[src/rtl/linear_output_stage.sv]
// ---------------------------------------------------------------------------
// linear_output_stage
//
// Purpose:
//   Collects NUM_CHUNKS partial (acc, ai) results from the vector multiplier
//   into one output neuron, applies the weight zero-point correction and the
//   bias, requantizes with a fixed-point multiplier and right shift (round
//   half toward +inf), adds the output zero-point and saturates the result to
//   an unsigned OUT_PRECISION feature.
//
// Handshake semantics (both streams):
//   A beat transfers on a rising clk edge where valid && ready are both high.
//   The producer holds valid and its payload stable until the transfer; the
//   consumer may raise or drop ready at any time. Here out_valid/out_data/
//   out_sat stay stable from the first out_valid cycle until out_ready.
//
// Ports:
//   clk, rst      clock, synchronous active-high reset
//   in_valid      partial result valid
//   in_ready      stage accepts a partial result (ACCUM only, low in reset)
//   in_acc        partial dot product, signed
//   in_ai         partial feature sum, signed
//   cfg_w_zp      weight zero-point, signed
//   cfg_bias      bias, signed
//   cfg_mult      requant multiplier, unsigned
//   cfg_shift     requant right shift
//   cfg_out_zp    output zero-point, signed
//   out_valid     result valid
//   out_ready     downstream accepts result
//   out_data      quantized output feature
//   out_sat       out_data was clamped
//   dbg_state     current FSM state (ACCUM=0 .. OUTPUT=4)
// ---------------------------------------------------------------------------
module linear_output_stage #(
    parameter int NUM_CHUNKS    = 4,
    parameter int OUT_PRECISION = 8,
    parameter int MULT_WIDTH    = 16,
    parameter int SHIFT_WIDTH   = 5
) (
    input  logic                     clk,
    input  logic                     rst,
    input  logic                     in_valid,
    output logic                     in_ready,
    input  logic [31:0]              in_acc,
    input  logic [31:0]              in_ai,
    input  logic [7:0]               cfg_w_zp,
    input  logic [31:0]              cfg_bias,
    input  logic [MULT_WIDTH-1:0]    cfg_mult,
    input  logic [SHIFT_WIDTH-1:0]   cfg_shift,
    input  logic [7:0]               cfg_out_zp,
    output logic                     out_valid,
    input  logic                     out_ready,
    output logic [OUT_PRECISION-1:0] out_data,
    output logic                     out_sat,
    output logic [2:0]               dbg_state
);

    localparam int CNT_W = (NUM_CHUNKS > 1) ? $clog2(NUM_CHUNKS) : 1;
    localparam logic [CNT_W-1:0]       LAST_CNT  = CNT_W'(NUM_CHUNKS - 1);
    localparam logic [CNT_W-1:0]       CNT_ONE   = CNT_W'(1);
    localparam logic [SHIFT_WIDTH-1:0] SHIFT_ONE = SHIFT_WIDTH'(1);
    // Largest representable output value, in the 66-bit rounding domain.
    localparam logic signed [65:0]     OUT_MAX   = (66'sd1 <<< OUT_PRECISION) - 66'sd1;

    typedef enum logic [2:0] {
        ST_ACCUM   = 3'd0,
        ST_CORRECT = 3'd1,
        ST_SCALE   = 3'd2,
        ST_ROUND   = 3'd3,
        ST_OUTPUT  = 3'd4
    } state_t;

    state_t r_state;
    state_t w_next_state;

    logic signed [39:0]       r_sum_acc;
    logic signed [39:0]       r_sum_ai;
    logic [CNT_W-1:0]         r_chunk_cnt;

    // Configuration captured at the last-chunk handshake so the whole result
    // computation sees one consistent set of values.
    logic [7:0]               r_w_zp;
    logic [31:0]              r_bias;
    logic [MULT_WIDTH-1:0]    r_mult;
    logic [SHIFT_WIDTH-1:0]   r_shift;
    logic [7:0]               r_out_zp;

    logic signed [47:0]       r_corr;
    logic signed [63:0]       r_prod;
    logic [OUT_PRECISION-1:0] r_out_data;
    logic                     r_out_sat;

    logic                     w_in_fire;
    logic                     w_last_chunk;
    logic signed [39:0]       w_in_acc40;
    logic signed [39:0]       w_in_ai40;
    logic signed [47:0]       w_sum_acc48;
    logic signed [47:0]       w_sum_ai48;
    logic signed [47:0]       w_w_zp48;
    logic signed [47:0]       w_bias48;
    logic signed [47:0]       w_corr;
    logic signed [63:0]       w_corr64;
    logic signed [63:0]       w_mult64;
    logic signed [63:0]       w_prod;
    logic signed [65:0]       w_prod66;
    logic signed [65:0]       w_round66;
    logic signed [65:0]       w_shifted;
    logic signed [65:0]       w_y;
    logic [OUT_PRECISION-1:0] w_q_data;
    logic                     w_q_sat;

    assign in_ready     = (r_state == ST_ACCUM) && !rst;
    assign w_in_fire    = in_valid && in_ready;
    assign w_last_chunk = (r_chunk_cnt == LAST_CNT);

    assign out_valid = (r_state == ST_OUTPUT);
    assign out_data  = r_out_data;
    assign out_sat   = r_out_sat;
    assign dbg_state = r_state;

    // Sign extensions into the accumulation / correction domains.
    assign w_in_acc40  = {{8{in_acc[31]}}, in_acc};
    assign w_in_ai40   = {{8{in_ai[31]}}, in_ai};
    assign w_sum_acc48 = {{8{r_sum_acc[39]}}, r_sum_acc};
    assign w_sum_ai48  = {{8{r_sum_ai[39]}}, r_sum_ai};
    assign w_w_zp48    = {{40{r_w_zp[7]}}, r_w_zp};
    assign w_bias48    = {{16{r_bias[31]}}, r_bias};

    // An 8x40 signed product always fits in 48 bits, so nothing is lost here.
    assign w_corr = w_sum_acc48 - (w_w_zp48 * w_sum_ai48) + w_bias48;

    // The multiplier is unsigned: zero-extend it before the signed multiply.
    assign w_corr64 = {{16{r_corr[47]}}, r_corr};
    assign w_mult64 = {{(64 - MULT_WIDTH){1'b0}}, r_mult};
    assign w_prod   = w_corr64 * w_mult64;

    // Rounding is done two bits wider than the product so the rounding
    // constant and the zero-point add cannot wrap before the clamp.
    assign w_prod66  = {{2{r_prod[63]}}, r_prod};
    assign w_round66 = (r_shift != '0) ? (66'sd1 <<< (r_shift - SHIFT_ONE)) : 66'sd0;
    assign w_shifted = (w_prod66 + w_round66) >>> r_shift;
    assign w_y       = w_shifted + {{58{r_out_zp[7]}}, r_out_zp};

    always_comb begin
        w_q_data = w_y[OUT_PRECISION-1:0];
        w_q_sat  = 1'b0;
        if (w_y < 66'sd0) begin
            w_q_data = '0;
            w_q_sat  = 1'b1;
        end else if (w_y > OUT_MAX) begin
            w_q_data = '1;
            w_q_sat  = 1'b1;
        end
    end

    always_comb begin
        w_next_state = r_state;
        case (r_state)
            ST_ACCUM:   if (w_in_fire && w_last_chunk) w_next_state = ST_CORRECT;
            ST_CORRECT: w_next_state = ST_SCALE;
            ST_SCALE:   w_next_state = ST_ROUND;
            ST_ROUND:   w_next_state = ST_OUTPUT;
            ST_OUTPUT:  if (out_ready) w_next_state = ST_ACCUM;
            default:    w_next_state = ST_ACCUM;
        endcase
    end

    always_ff @(posedge clk) begin
        if (rst) begin
            r_state     <= ST_ACCUM;
            r_sum_acc   <= '0;
            r_sum_ai    <= '0;
            r_chunk_cnt <= '0;
            r_w_zp      <= '0;
            r_bias      <= '0;
            r_mult      <= '0;
            r_shift     <= '0;
            r_out_zp    <= '0;
            r_corr      <= '0;
            r_prod      <= '0;
            r_out_data  <= '0;
            r_out_sat   <= 1'b0;
        end else begin
            r_state <= w_next_state;
            case (r_state)
                ST_ACCUM: begin
                    if (w_in_fire) begin
                        // Sums wrap modulo 2^40 by construction.
                        r_sum_acc <= r_sum_acc + w_in_acc40;
                        r_sum_ai  <= r_sum_ai + w_in_ai40;
                        if (w_last_chunk) begin
                            r_chunk_cnt <= '0;
                            r_w_zp      <= cfg_w_zp;
                            r_bias      <= cfg_bias;
                            r_mult      <= cfg_mult;
                            r_shift     <= cfg_shift;
                            r_out_zp    <= cfg_out_zp;
                        end else begin
                            r_chunk_cnt <= r_chunk_cnt + CNT_ONE;
                        end
                    end
                end
                ST_CORRECT: r_corr <= w_corr;
                ST_SCALE:   r_prod <= w_prod;
                ST_ROUND: begin
                    r_out_data <= w_q_data;
                    r_out_sat  <= w_q_sat;
                end
                ST_OUTPUT: begin
                    // Sums stay live through CORRECT, so they are cleared only
                    // once the result has left the stage.
                    if (out_ready) begin
                        r_sum_acc <= '0;
                        r_sum_ai  <= '0;
                    end
                end
                default: ;
            endcase
        end
    end

endmodule

[config.mk]
export PLATFORM = sky130hd
export DESIGN_NAME = linear_output_stage
export DESIGN_NICKNAME = d
export VERILOG_FILES = /design/src/rtl/linear_output_stage.sv
export SDC_FILE = /design/constraint.sdc
export NUM_CORES = 2
export LEC_CHECK = 0
export ABC_AREA = 1
export BUFFER_PORTS_ARGS = -buffer_cell sky130_fd_sc_hd__buf_2
export CORE_MARGIN = 8
export CORE_UTILIZATION = 60
export DETAILED_ROUTE_END_ITERATION = 12
export GPL_TIMING_DRIVEN = 0
export PLACE_DENSITY = 0.87
export SLEW_MARGIN = 20
export SYNTH_ARGS = -nofsm -noshare
export SYNTH_HDL_FRONTEND = slang
export SYNTH_SLANG_ARGS = --single-unit
[constraint.sdc]
create_clock -name clk -period 7.1 [get_ports clk]
set_input_delay 0.71 -clock clk [delete_from_list [all_inputs] [get_ports clk]]
set_output_delay 0.71 -clock clk [all_outputs]
set_load 0.02 [all_outputs]
==> metrics.txt <==
status finished, final reports clean; Final min period 7.03 ns; Sw Share 0.504; CTS Root Cell clkbuf_16; Starting Density 0.604; Setup Skew 0.0785 ns; WL per Instance 23.1 µm; largest net degree at the start of global routing 61; Syn Area/Cell 6.76 µm²; worst vdd ir 0.173 mV; post-synthesis sequential area ratio 0.0823; drt drc 0; first-pass GRT wire length 403 mm; Area growth syn-to-layout 9.27%; Vias/cell 5.89; Synth top area share 0.313; Final nets 11660; num rows 122; DP HPWL 225 mm; R2R Setup Slk 0.07 ns; setup TNS 0 ns; Worst Setup End Kind flip-flop; Ports 151; Num CTS Buffers 40; Tcrit/Tclk final 0.990; Worst Setup Start Kind flip-flop; vias in the first global route 69909; H-tree Lvls 2; CTS Sinks 275; Power Total 0.00853 W; DR pass1 iterations 8; share of cells above drive strength 1 0.0853; TritonCTS clock tree done; Die Span X 350 µm; switching pwr 0.00429 W; slew margin rel. 0.0849; Least-Margin Pin Slew 1.37 ns; library cells used by synthesis 61; synthesized area 66900 µm²; pwr dens 117 nW/µm²; core region area 111000 µm²; die height 350 µm; Power Internal 0.00423 W; Clk pin slew, worst setup/hold paths 0.07 ns; routed wire length 268 mm; clock tree buffer depth 3; fmax 142 MHz; Seq cells post-synth 275; Clock Latency Late Sink 0.69 ns; via count 68216; Maximum Capacitance Violations 0; CP Max Fanout 10; global route overflow 0; 1st-iter DRT viols 7037; post-synthesis net count 11496; clock power share 0.253; Die Area 122000 µm²; GRT Overall Usage 0.432; Post-synth EDFFs 0; top_reg_cell synth dfxtp_1; utilization after layout 0.660; Crit path required time 7.63 ns; cts hold-fix bufs 0; Final GP Congestion 1.08; final setup violating endpoints 0; P_leak 39.1 nW; Hold Crit Class primary input to flip-flop; power share of the combinational group 0.507; initial antenna violation count 9; Synthesis Warnings 0; Synth Instances 9888; share of flip-flops with an asynchronous set or reset 0; Fin. Hold Viols 0; top cells by area, synth fa_1 (31%), nand2_1 (14%), inv_1 (13%), dfxtp_1 (8.2%), ha_1 (7.9%); Yosys top cell by area fa_1; Max Slew Vio Count 0; Post-DRT Antenna Nets 0; # port buffers 150; Worst Path Arrival 7.56 ns; Seq pwr share 0.240; critical path class flip-flop to flip-flop
placed cells by master, fill, tap and decap left out, types with 76 or more instances in the layout:
| cell type | count |
|---|---|
| a21oi_1 | 548 |
| clkbuf_2 | 76 |
| nand2_1 | 2359 |
| inv_1 | 2262 |
| clkbuf_1 | 185 |
| nand3_1 | 535 |
| dfxtp_1 | 224 |
| o21ai_0 | 385 |
| nor2_1 | 661 |
| fa_1 | 1042 |
| buf_2 | 162 |
| ha_1 | 359 |
synth_stat cells, drive strengths merged, types with 56 or more instances:
library cell and count:
xor2 85, nor3 76, xnor2 56, ha 424
inv 2278, dfxtp 275, a21oi 616, nand2 2434
clkbuf 342, buf 63, a31oi 64, nor2 730
fa 1047, o21ai 462, nand3 579
what timing repair did:
item / 4_1_cts / 5_1_grt
endpoints found under the setup margin: 48 / 41
gates resized for setup: 167 / 588
pin swaps: 15 / 42
buffers inserted: 9 / 17
per-stage QoR:
stage / instances / setup WS [ns] / cell area [µm²] / hold WS [ns]
after global routing: 11570 / -0.0676 / 73100 / 0.308
after floorplan: 9888 / 1.08 / 66900 / 0.433
after global placement: 11526 / -1.52 / 69500 / 0.458
after detailed placement: 11529 / -1.53 / 69500 / 0.462
after CTS: 11562 / 0.00611 / 71200 / 0.276
final: 11577 / 0.0741 / 73100 / 0.299
cells by family after synthesis:
family,after synthesis,share of synthesized area
mux,4,0.000599
xor+xnor,141,0.0185
compound gates,1349,0.113
simple gates,3960,0.242
other cells,1,0.0000561
flops,275,0.0823
buf+inv,2687,0.151
fa+ha+maj,1471,0.393
sequential cells by signal (all words and copies together), names as in the netlist:
| register | count |
|---|---|
| r_prod | 64 |
| r_corr | 48 |
| r_sum_acc | 40 |
| r_sum_ai | 40 |
| r_bias | 32 |
| r_mult | 16 |
| out_data | 8 |
| r_out_zp | 8 |
| r_w_zp | 8 |
| r_shift | 5 |
| dbg_state | 3 |
| r_chunk_cnt | 2 |
| out_sat | 1 |
power groups by stage:
stage	clock network [W]	registers, W	logic, W
after floorplan	0	0.00179	0.00272
after global placement	0	0.00184	0.00411
after detailed placement	0	0.00184	0.00416
after CTS	0.00216	0.00197	0.00406
after global routing	0.00222	0.00204	0.00465
final	0.00215	0.00205	0.00432
metal layers:
| metal | GRT usage | wire [µm] | share of wire | vias up |
|---|---|---|---|---|
| li1 | - | - | - | 30376 |
| met4 | 0.289 | 23500 | 0.088 | 8 |
| met5 | 0 | 160 | 0.00060 | - |
| met2 | 0.684 | 117000 | 0.44 | 4280 |
| met3 | 0.129 | 32200 | 0.12 | 1241 |
| met1 | 0.508 | 94600 | 0.35 | 32311 |
critical path, stage by stage, from the launching register on:
cell,delay (ns)
dfxtp_1,0.38
clkdlybuf4s15_1,0.75
nand2_1,0.21
fa_1,0.46
fa_1,0.52
fa_1,0.58
fa_1,0.44
fa_1,0.50
inv_1,0.05
fa_1,0.57
ha_2,0.41
a21oi_4,0.35
inv_1,0.10
a31oi_1,0.15
inv_1,0.08
a21oi_1,0.16
o21ai_0,0.16
a211oi_1,0.22
nand2_1,0.16
nand2_1,0.09
o211ai_1,0.11
a21oi_1,0.18
o21ai_0,0.16
nand2_1,0.08
inv_1,0.04
cell type report:
class	count	area, µm²
Clock inverter	20	250
Inverter	2282	8570
Buffer	348	1600
Multi-Input combinational cell	6926	53100
Fill cell	9784	37600
Tap cell	1488	1860
Antenna cell	8	20.0
Timing Repair Buffer	179	980
Sequential cell	275	5600
Clock buffer	51	1090
worst paths after layout:
check	from	to	depth (start not counted)
max reg2reg	r_mult[10]$_SDFFE_PP0P_	r_prod[61]$_SDFFE_PP0N_	24
min	cfg_out_zp[0]	r_out_zp[0]$_SDFFE_PP0P_	3
min reg2reg	out_data[6]$_SDFFE_PP0P_	out_data[6]$_SDFFE_PP0P_	2
max	r_mult[10]$_SDFFE_PP0P_	r_prod[61]$_SDFFE_PP0N_	24
(Power assumes the default switching activity.)
